$ cat config.mk
export PLATFORM = sky130hd
export DESIGN_NAME = lcg_csa_seq
export DESIGN_NICKNAME = d
export VERILOG_FILES = /design/src/rtl/lcg_csa_seq_pkg.sv /design/src/rtl/lcg_csa_seq_csa_row.sv /design/src/rtl/lcg_csa_seq.sv
export SDC_FILE = /design/constraint.sdc
export NUM_CORES = 1
export LEC_CHECK = 0
export BUFFER_PORTS_ARGS = -buffer_cell sky130_fd_sc_hd__buf_2
export CORE_ASPECT_RATIO = 1.25
export CORE_MARGIN = 1
export CORE_UTILIZATION = 40
export CTS_CLUSTER_DIAMETER = 120
export DETAILED_ROUTE_END_ITERATION = 12
export SYNTH_ARGS = -nofsm -noshare
export SYNTH_HDL_FRONTEND = slang
export SYNTH_SLANG_ARGS = --single-unit
$ cat constraint.sdc
create_clock -name clk -period 3.1 [get_ports clk]
set_input_delay 0.155 -clock clk [delete_from_list [all_inputs] [get_ports clk]]
set_output_delay 0.155 -clock clk [all_outputs]
set_load 0.01 [all_outputs]
$ cat src/rtl/lcg_csa_seq_pkg.sv
// ---------------------------------------------------------------------------
// lcg_csa_seq_pkg : shared FSM encoding and default LCG constants
// Revision: 1.0
// ---------------------------------------------------------------------------
`default_nettype none

package lcg_csa_seq_pkg;

  typedef enum logic [1:0] {
    IDLE    = 2'd0,
    MUL     = 2'd1,
    RESOLVE = 2'd2
  } lcg_state_t;

  localparam logic [15:0] LCG_A_MULT   = 16'h4E35;
  localparam logic [15:0] LCG_C_INC    = 16'h0001;
  localparam logic [15:0] LCG_SEED_RST = 16'h0000;

endpackage

`default_nettype wire

$ cat src/rtl/lcg_csa_seq_csa_row.sv
// ---------------------------------------------------------------------------
// csa_row : W-bit 3:2 compressor row, carry vector returned pre-shifted
// Revision: 1.0
// ---------------------------------------------------------------------------
`default_nettype none

module csa_row #(
  parameter int W = 16
) (
  input  logic [W-1:0] s_in,
  input  logic [W-1:0] c_in,
  input  logic [W-1:0] p_in,
  output logic [W-1:0] s_out,
  output logic [W-1:0] c_out
);

  logic [W-2:0] carry;

  generate
    for (genvar i = 0; i < W; i++) begin : g_fa
      if (i < W - 1) begin : g_full
        assign s_out[i] = s_in[i] ^ c_in[i] ^ p_in[i];
        assign carry[i] = (s_in[i] & c_in[i]) | (s_in[i] & p_in[i]) | (c_in[i] & p_in[i]);
      end else begin : g_msb
        // Carry out of the top bit would shift past bit W-1, so it is never built
        assign s_out[i] = s_in[i] ^ c_in[i] ^ p_in[i];
      end
    end
  endgenerate

  assign c_out = {carry, 1'b0};

endmodule

`default_nettype wire

$ cat src/rtl/lcg_csa_seq.sv
// ---------------------------------------------------------------------------
// lcg_csa_seq : sequential LCG step x' = A*x + C, shift-and-add into CSA
// Revision: 1.0
// ---------------------------------------------------------------------------
`default_nettype none

module lcg_csa_seq
  import lcg_csa_seq_pkg::*;
#(
  parameter int           W        = 16,
  parameter logic [W-1:0] A_MULT   = LCG_A_MULT,
  parameter logic [W-1:0] C_INC    = LCG_C_INC,
  parameter logic [W-1:0] SEED_RST = LCG_SEED_RST
) (
  input  logic         clk,
  input  logic         rst,
  input  logic         seed_load,
  input  logic [W-1:0] seed,
  input  logic         start,
  output logic         busy,
  output logic         valid,
  output logic [W-1:0] rnd_out
);

  localparam int CW = $clog2(W);
  localparam logic [CW-1:0] CNT_LAST = CW'(W - 1);

  lcg_state_t   state, state_next;
  logic [W-1:0] x, x_next;
  logic [W-1:0] s_acc, s_next;
  logic [W-1:0] c_acc, c_next;
  logic [CW-1:0] cnt, cnt_next;
  logic         busy_next, valid_next;

  logic [W-1:0] pp;
  logic [W-1:0] csa_s, csa_c;
  logic [W-1:0] resolved;

  assign pp       = A_MULT[cnt] ? (x << cnt) : '0;
  assign resolved = s_acc + c_acc;

  csa_row #(.W(W)) u_csa_row (
    .s_in  (s_acc),
    .c_in  (c_acc),
    .p_in  (pp),
    .s_out (csa_s),
    .c_out (csa_c)
  );

  always_comb begin
    state_next = state;
    x_next     = x;
    s_next     = s_acc;
    c_next     = c_acc;
    cnt_next   = cnt;
    busy_next  = busy;
    valid_next = 1'b0;

    // seed_load wins in every state and silently aborts a step in flight
    if (seed_load) begin
      state_next = IDLE;
      x_next     = seed;
      s_next     = '0;
      c_next     = '0;
      cnt_next   = '0;
      busy_next  = 1'b0;
    end else begin
      case (state)
        IDLE: begin
          if (start) begin
            state_next = MUL;
            s_next     = C_INC;
            c_next     = '0;
            cnt_next   = '0;
            busy_next  = 1'b1;
          end
        end
        MUL: begin
          s_next   = csa_s;
          c_next   = csa_c;
          cnt_next = cnt + 1'b1;
          if (cnt == CNT_LAST) begin
            state_next = RESOLVE;
          end
        end
        RESOLVE: begin
          state_next = IDLE;
          x_next     = resolved;
          valid_next = 1'b1;
          busy_next  = 1'b0;
        end
        default: begin
          state_next = IDLE;
          busy_next  = 1'b0;
        end
      endcase
    end
  end

  always_ff @(posedge clk) begin
    if (rst) begin
      state <= IDLE;
      x     <= SEED_RST;
      s_acc <= '0;
      c_acc <= '0;
      cnt   <= '0;
      busy  <= 1'b0;
      valid <= 1'b0;
    end else begin
      state <= state_next;
      x     <= x_next;
      s_acc <= s_next;
      c_acc <= c_next;
      cnt   <= cnt_next;
      busy  <= busy_next;
      valid <= valid_next;
    end
  end

  assign rnd_out = x;

endmodule

`default_nettype wire

---- Word level (Yosys, flattened, before mapping) ----
Memory sizes are Yosys's and may differ from the RTL's. A register that Yosys moved wholly into a read port is not among the register bits.
Index checks and enable logic that the tools add are counted.
operators by class
  add/sub/neg operators ................... 2
  multipliers ............................. 0
  divide/modulo/power cells ............... 0
  order comparisons ....................... 1
  equality and inequality tests ........... 5
  shifts and indexed selects .............. 1
  multiplexer cells ....................... 18
  bitwise gates (word level) .............. 108
  reduce and logical (&&, ||, !) cells .... 7
operators with widths
  cell                 number
  $mux 16              5
  $pmux 16 s2          2
  $and 1x1->1          45
  $xor 1x1->1          32
  $or 1x1->1           30
  $add 16x16->16       1
  $shl 16x4->16        1
  $mux 4               3
  $pmux 4 s2           1
  $reduce_and 2->1     3
  $lt 4x5->1 const B   1
  $add 4x1->4 const B  1
  $eq 4x4->1 const B   1
  $mux 2               2
  $ne 2x2->1 const B   2
  $pmux 2 s2           1
  $reduce_bool 2->1    2
  $mux 1               3
  $eq 2x1->1 const B   1
  $eq 2x2->1 const B   1
  $logic_not 2->1      1
  $pmux 1 s2           1
  $reduce_or 2->1      1
  $not 1->1            1
storage, ports and cells
  bits in registers ....................... 56
  bits in latches ......................... 0
  RAM bits ................................ 0
  memory bits (read-only) ................. 16
  input bits .............................. 20
  output and inout bits ................... 18
  word-level logic and storage cells ...... 150
  memories ................................ 1
memory list
  name              words  bits a word  read ports  clocked after memory_dff  wr ports  RTL line           source
  (name not given)  16     1            1           1                         0         lcg_csa_seq.sv:39  assign pp = A_MULT[cnt] ? (x << cnt) : '0;

---- Depth between registers and ports, before layout ----
  word-level depth ........................ 7
  gate-level depth with buffers ........... 10
  gate-level depth less buffers ........... 9

---- Modules after synthesis ----
Synthesis repeated with hierarchy kept, for this count alone.
second synthesis, totals
  cells, all modules ...................... 434
  area, all modules ....................... 3945.0 µm²
modules (own cells, without submodules)
  module       times used  cells an instance  area an instance (µm²)  sequential area each (µm²)
  lcg_csa_seq  1           416                3609.7                  1141.1
  csa_row      1           18                 335.3                   0.0

---- Least setup slack after synthesis ----
No wires, ideal clock.
  kind .................................... register to register
  from .................................... register cnt[1]
  to ...................................... register s_acc[14]
  setup time .............................. 0.074 ns
  data arrival time ....................... 2.171 ns
  required time ........................... 3.026 ns
  slack ................................... 0.854 ns
  cell stages (with the launch flop) ...... 9
  buffers on the path ..................... 2
  clock period less this slack ............ 2.246 ns
  path through ............................ dfxtp_1 > buf_2 > clkbuf_1 > mux4_2 > mux2i_1 > nand2_1 > o211ai_1 > fa_1 > o21ai_0
on the way
  word-level cells in the longest chain between the ends .. 4
RTL lines
  element                 RTL line                   source
  from (decl)             lcg_csa_seq.sv:32          logic [CW-1:0] cnt, cnt_next;
  from (signal assigned)  lcg_csa_seq.sv:114         cnt <= cnt_next;
  $shl 16x4->16           lcg_csa_seq.sv:39
  $mux 16                 lcg_csa_seq.sv:39
  $xor 1x1->1             lcg_csa_seq_csa_row.sv:22  assign s_out[i] = s_in[i] ^ c_in[i] ^ p_in[i];
  $pmux 16 s2             lcg_csa_seq.sv:68          case (state)
  to (signal assigned)    lcg_csa_seq.sv:112         s_acc <= s_next;
  to (decl)               lcg_csa_seq.sv:30          logic [W-1:0] s_acc, s_next;
No other way between the ends.
A chain may end at the register's enable or synchronous reset.

---- Final worst setup path ----
Ends and elaborated chain as after synthesis.

==> metrics.md <==
| Metric | Value |
|---|---|
| Status | `completed` |
| Multi-input gate area | `2370 µm²` |
| CTS Sinks | `56` |
| CTS tree | `built` |
| FF-to-FF Start | `cnt[1]$_SDFFE_PP0N_` |
| Skew-Pair Late Insertion Delay | `0.29 ns` |
| CTS root buffer | `clkbuf_16` |
| Fin nets | `between 500 and 600` |
| Vias in the first global route | `3034` |
| RR Endpoint | `s_acc[14]$_SDFFE_PP0N_` |
| Die Ht | `110 µm` |
| # H-tree levels | `2` |
| Max Slew Vio Count | `0` |
| Site row count | `39` |
| Startpoint Class | `flip-flop` |
| Fin crit period | `roughly 2.6 ns` |
| # hold bufs at CTS | `0` |
| Post-Synthesis Cells | `~440` |
| Drt drc | `0` |
| Synthesized area | `3740 µm²` |
| Syn Area/Cell | `approximately 8.4 µm²` |
| Top post-synthesis cells by area | `dfxtp_1, fa_1, nand2_1` |
| Setup violators final | `0` |
| First-pass GRT wire length | `15.3 mm` |
| Peak supply drop | `0.225 mV` |
| DR WL met3 | `250 µm` |
| Num CTS Buffers | `5` |
| Diodes inserted | `0` |
| Yosys top cell area share | `30.0%` |
| DPL Wire Length | `7.40 mm` |
| First DRT Iteration DRCs | `240` |
| WP data arrival | `2.80 ns` |
| Sequential share of the synthesized area | `30.0%` |
| Hold Crit Class | `in2reg` |
| Period utilization | `83.2%` |
| Leakage | `1.65 nW` |
| EDFF count, synth | `0` |
| Post-route ant nets | `0` |
| # resized after CTS | `0` |
| Number of synthesized register bits | `56` |
| Area after DPL | `about 4000 µm²` |
| GR Util All Layers | `around a fifth` |
| CP max stage cell | `dfxtp_1` |
| Initial Util | `40.9%` |
| Post-CTS setup buffers | `0` |
| Max Buffers Root-to-Sink | `2` |
| Max_slew headroom | `55.8%` |
| Ys flop type | `dfxtp_1` |
| Vias per cell | `~5.5` |
| Via count | `3286` |
| Cell variety after synth | `58` |
| CP Class | `reg2reg` |
| HP Start | `seed[3]` |
| Port buffer count | `37` |
| Synth warn | `0` |
| Setup slack, reg-to-reg | `~0.52 ns` |
| WHS Endpoint | `rnd_out[3]$_SDFFE_PP0P_` |
| Worst Hold Depth | `3` |
| Initial antenna violation count | `0` |
| Final Hold Fails | `0` |
| Core area | `9130 µm²` |
| Clk slew on worst S/H paths | `0.07 ns` |
| Max layer used | `met4` |
| Final WL | `9.76 mm` |
| IO Pins | `38` |
| CP most frequent cell | `o21ai_0` |
| Largest net degree at the start of global routing | `31` |
| Most frequent cell after synthesis | `nand2_1` |
| Worst R2R Path Depth | `7` |
| Area leader, netlist | `dfxtp_1` |
| Unrepaired setup endpoints after global routing | `false` |
| Die Area | `9730 µm²` |
| Layout area overhead | `12.7%` |
| CP required | `3.32 ns` |
| Critical path's largest stage delay | `0.65 ns` |
| Met2 wire len | `4.80 mm` |
| Layout cell share with drive strength beyond 1 | `14.4%` |
| Drt wl/cell | `16.4 µm` |
| Final Cell Area | `approximately 4200 µm²` |
| Fmax | `388 MHz` |
| Critical Path, Cell by Cell | `buf_4 > mux2_2 > o21ai_0 > o21ai_0 > o211ai_1 > fa_1 > o21ai_0` |
| Die width | `just under 90 µm` |
| Post-synth ARST share | `0%` |
| Filler instances | `891` |
| Critical path peak fanout | `13` |
| Total negative slack | `0 ns` |
| Global route overflow | `0` |
| Reg area | `1120 µm²` |
| Max cap viols | `0` |
| Wire length on met1 | `approximately 4.4 mm` |
| Pwr Density | `385 nW/µm²` |
| Synthesized Nets | `495` |
| CP Capture Type | `flip-flop` |
| DRT Pass-1 Iters | `4` |
| Most frequent cells after synthesis | `nand2_1, dfxtp_1, inv_1` |
| RD Place Congestion | `0.856` |
| Measured slew at the worst slew-check pin | `0.662 ns` |
| Setup Skew | `~0.006 ns` |
==> state kept, by name, indices dropped and copies added (netlist names), named ones only <==
signal	cells
state	2
c_acc	15
cnt	4
busy	1
valid	1
s_acc	16
rnd_out	16
==> cell families (layout without fill, tap and decap cells) <==
logic type | Yosys count | after routing | synth area share, %
and+or+nand+nor | 135 | 135 | 16.4
muxes | 28 | 28 | 11.0
DFF | 56 | 56 | 30.0
adders and majority gates | 31 | 31 | 13.4
buffers and inverters | 63 | 90 | 6.53
AOI/OAI and AO/OA | 123 | 123 | 20.9
xor gates and xnor gates | 8 | 8 | 1.88
==> critical path: cells and delay by family (launching register included) <==
kind	cells	cell delay [ns]
adder cells (fa/ha/maj)	1	0.43
flip-flops	1	0.65
buffers and inverters	1	0.29
multiplexers	1	0.36
AO/OA/AOI/OAI	4	0.77
==> metrics by stage <==
step	utilization, %	hold slack (ns)	power [mW]	setup slack (ns)	cells
final	46.2	0.0970	1.62	0.522	594
after global routing	46.2	0.112	1.69	0.278	594
after CTS	46.2	0.0945	1.64	0.526	594
after detailed placement	44.2	0.402	0.944	0.535	586
after global placement	44.2	0.393	0.942	0.583	586
after floorplan	-	0.299	0.881	0.854	444
==> report_power, final <==
part	internal (mW)	switching [mW]	leakage, nW
clock network	0.426	0.265	0.0901
logic	0.0720	0.0921	1.11
registers	0.736	0.0274	0.455
==> layout by cell type (no fill, tap or decap), types with 6 or more instances in the layout <==
master,n
nor3_1,6
nor2_1,26
nand3_1,6
a21o_1,6
o22ai_1,7
inv_1,38
dfxtp_1,56
buf_2,37
mux4_2,6
o21ai_0,32
mux2i_1,15
ha_1,16
o211ai_1,7
buf_4,7
a21oi_1,23
nand2_1,66
fa_1,15
nor2b_1,7
o21ai_1,13
==> layout make-up <==
type,instances,area share [%]
Tap cell,123,3.65
Inverter,38,3.39
Clock buffer,7,3.62
Clock inverter,1,0.713
Multi-Input combinational cell,325,56.4
Sequential cell,56,26.6
Timing Repair Buffer,44,5.64
==> how the worst max path moves through the flow <==
stage	from	end	slack [ns]	cells after the start
6_report	cnt[1]$_SDFFE_PP0N_	s_acc[14]$_SDFFE_PP0N_	0.52	7
5_1_grt	c_acc[1]$_SDFFE_PP0N_	rnd_out[15]$_SDFFE_PP0P_	0.28	9
4_1_cts	c_acc[1]$_SDFFE_PP0N_	rnd_out[15]$_SDFFE_PP0P_	0.53	9
3_5_place_dp	cnt[1]$_SDFFE_PP0N_	s_acc[14]$_SDFFE_PP0N_	0.54	7
3_3_place_gp	cnt[1]$_SDFFE_PP0N_	s_acc[14]$_SDFFE_PP0N_	0.58	7
2_1_floorplan	cnt[1]$_SDFFE_PP0N_	s_acc[14]$_SDFFE_PP0N_	0.85	8
==> metal layers <==
layer	vias to the layer above	GRT usage, %
li1	1617	-
met1	1582	28.1
met2	68	33.6
met3	19	2.83
met4	0	10.0
met5	-	0
No activity file was read; power rests on OpenSTA's default activity.
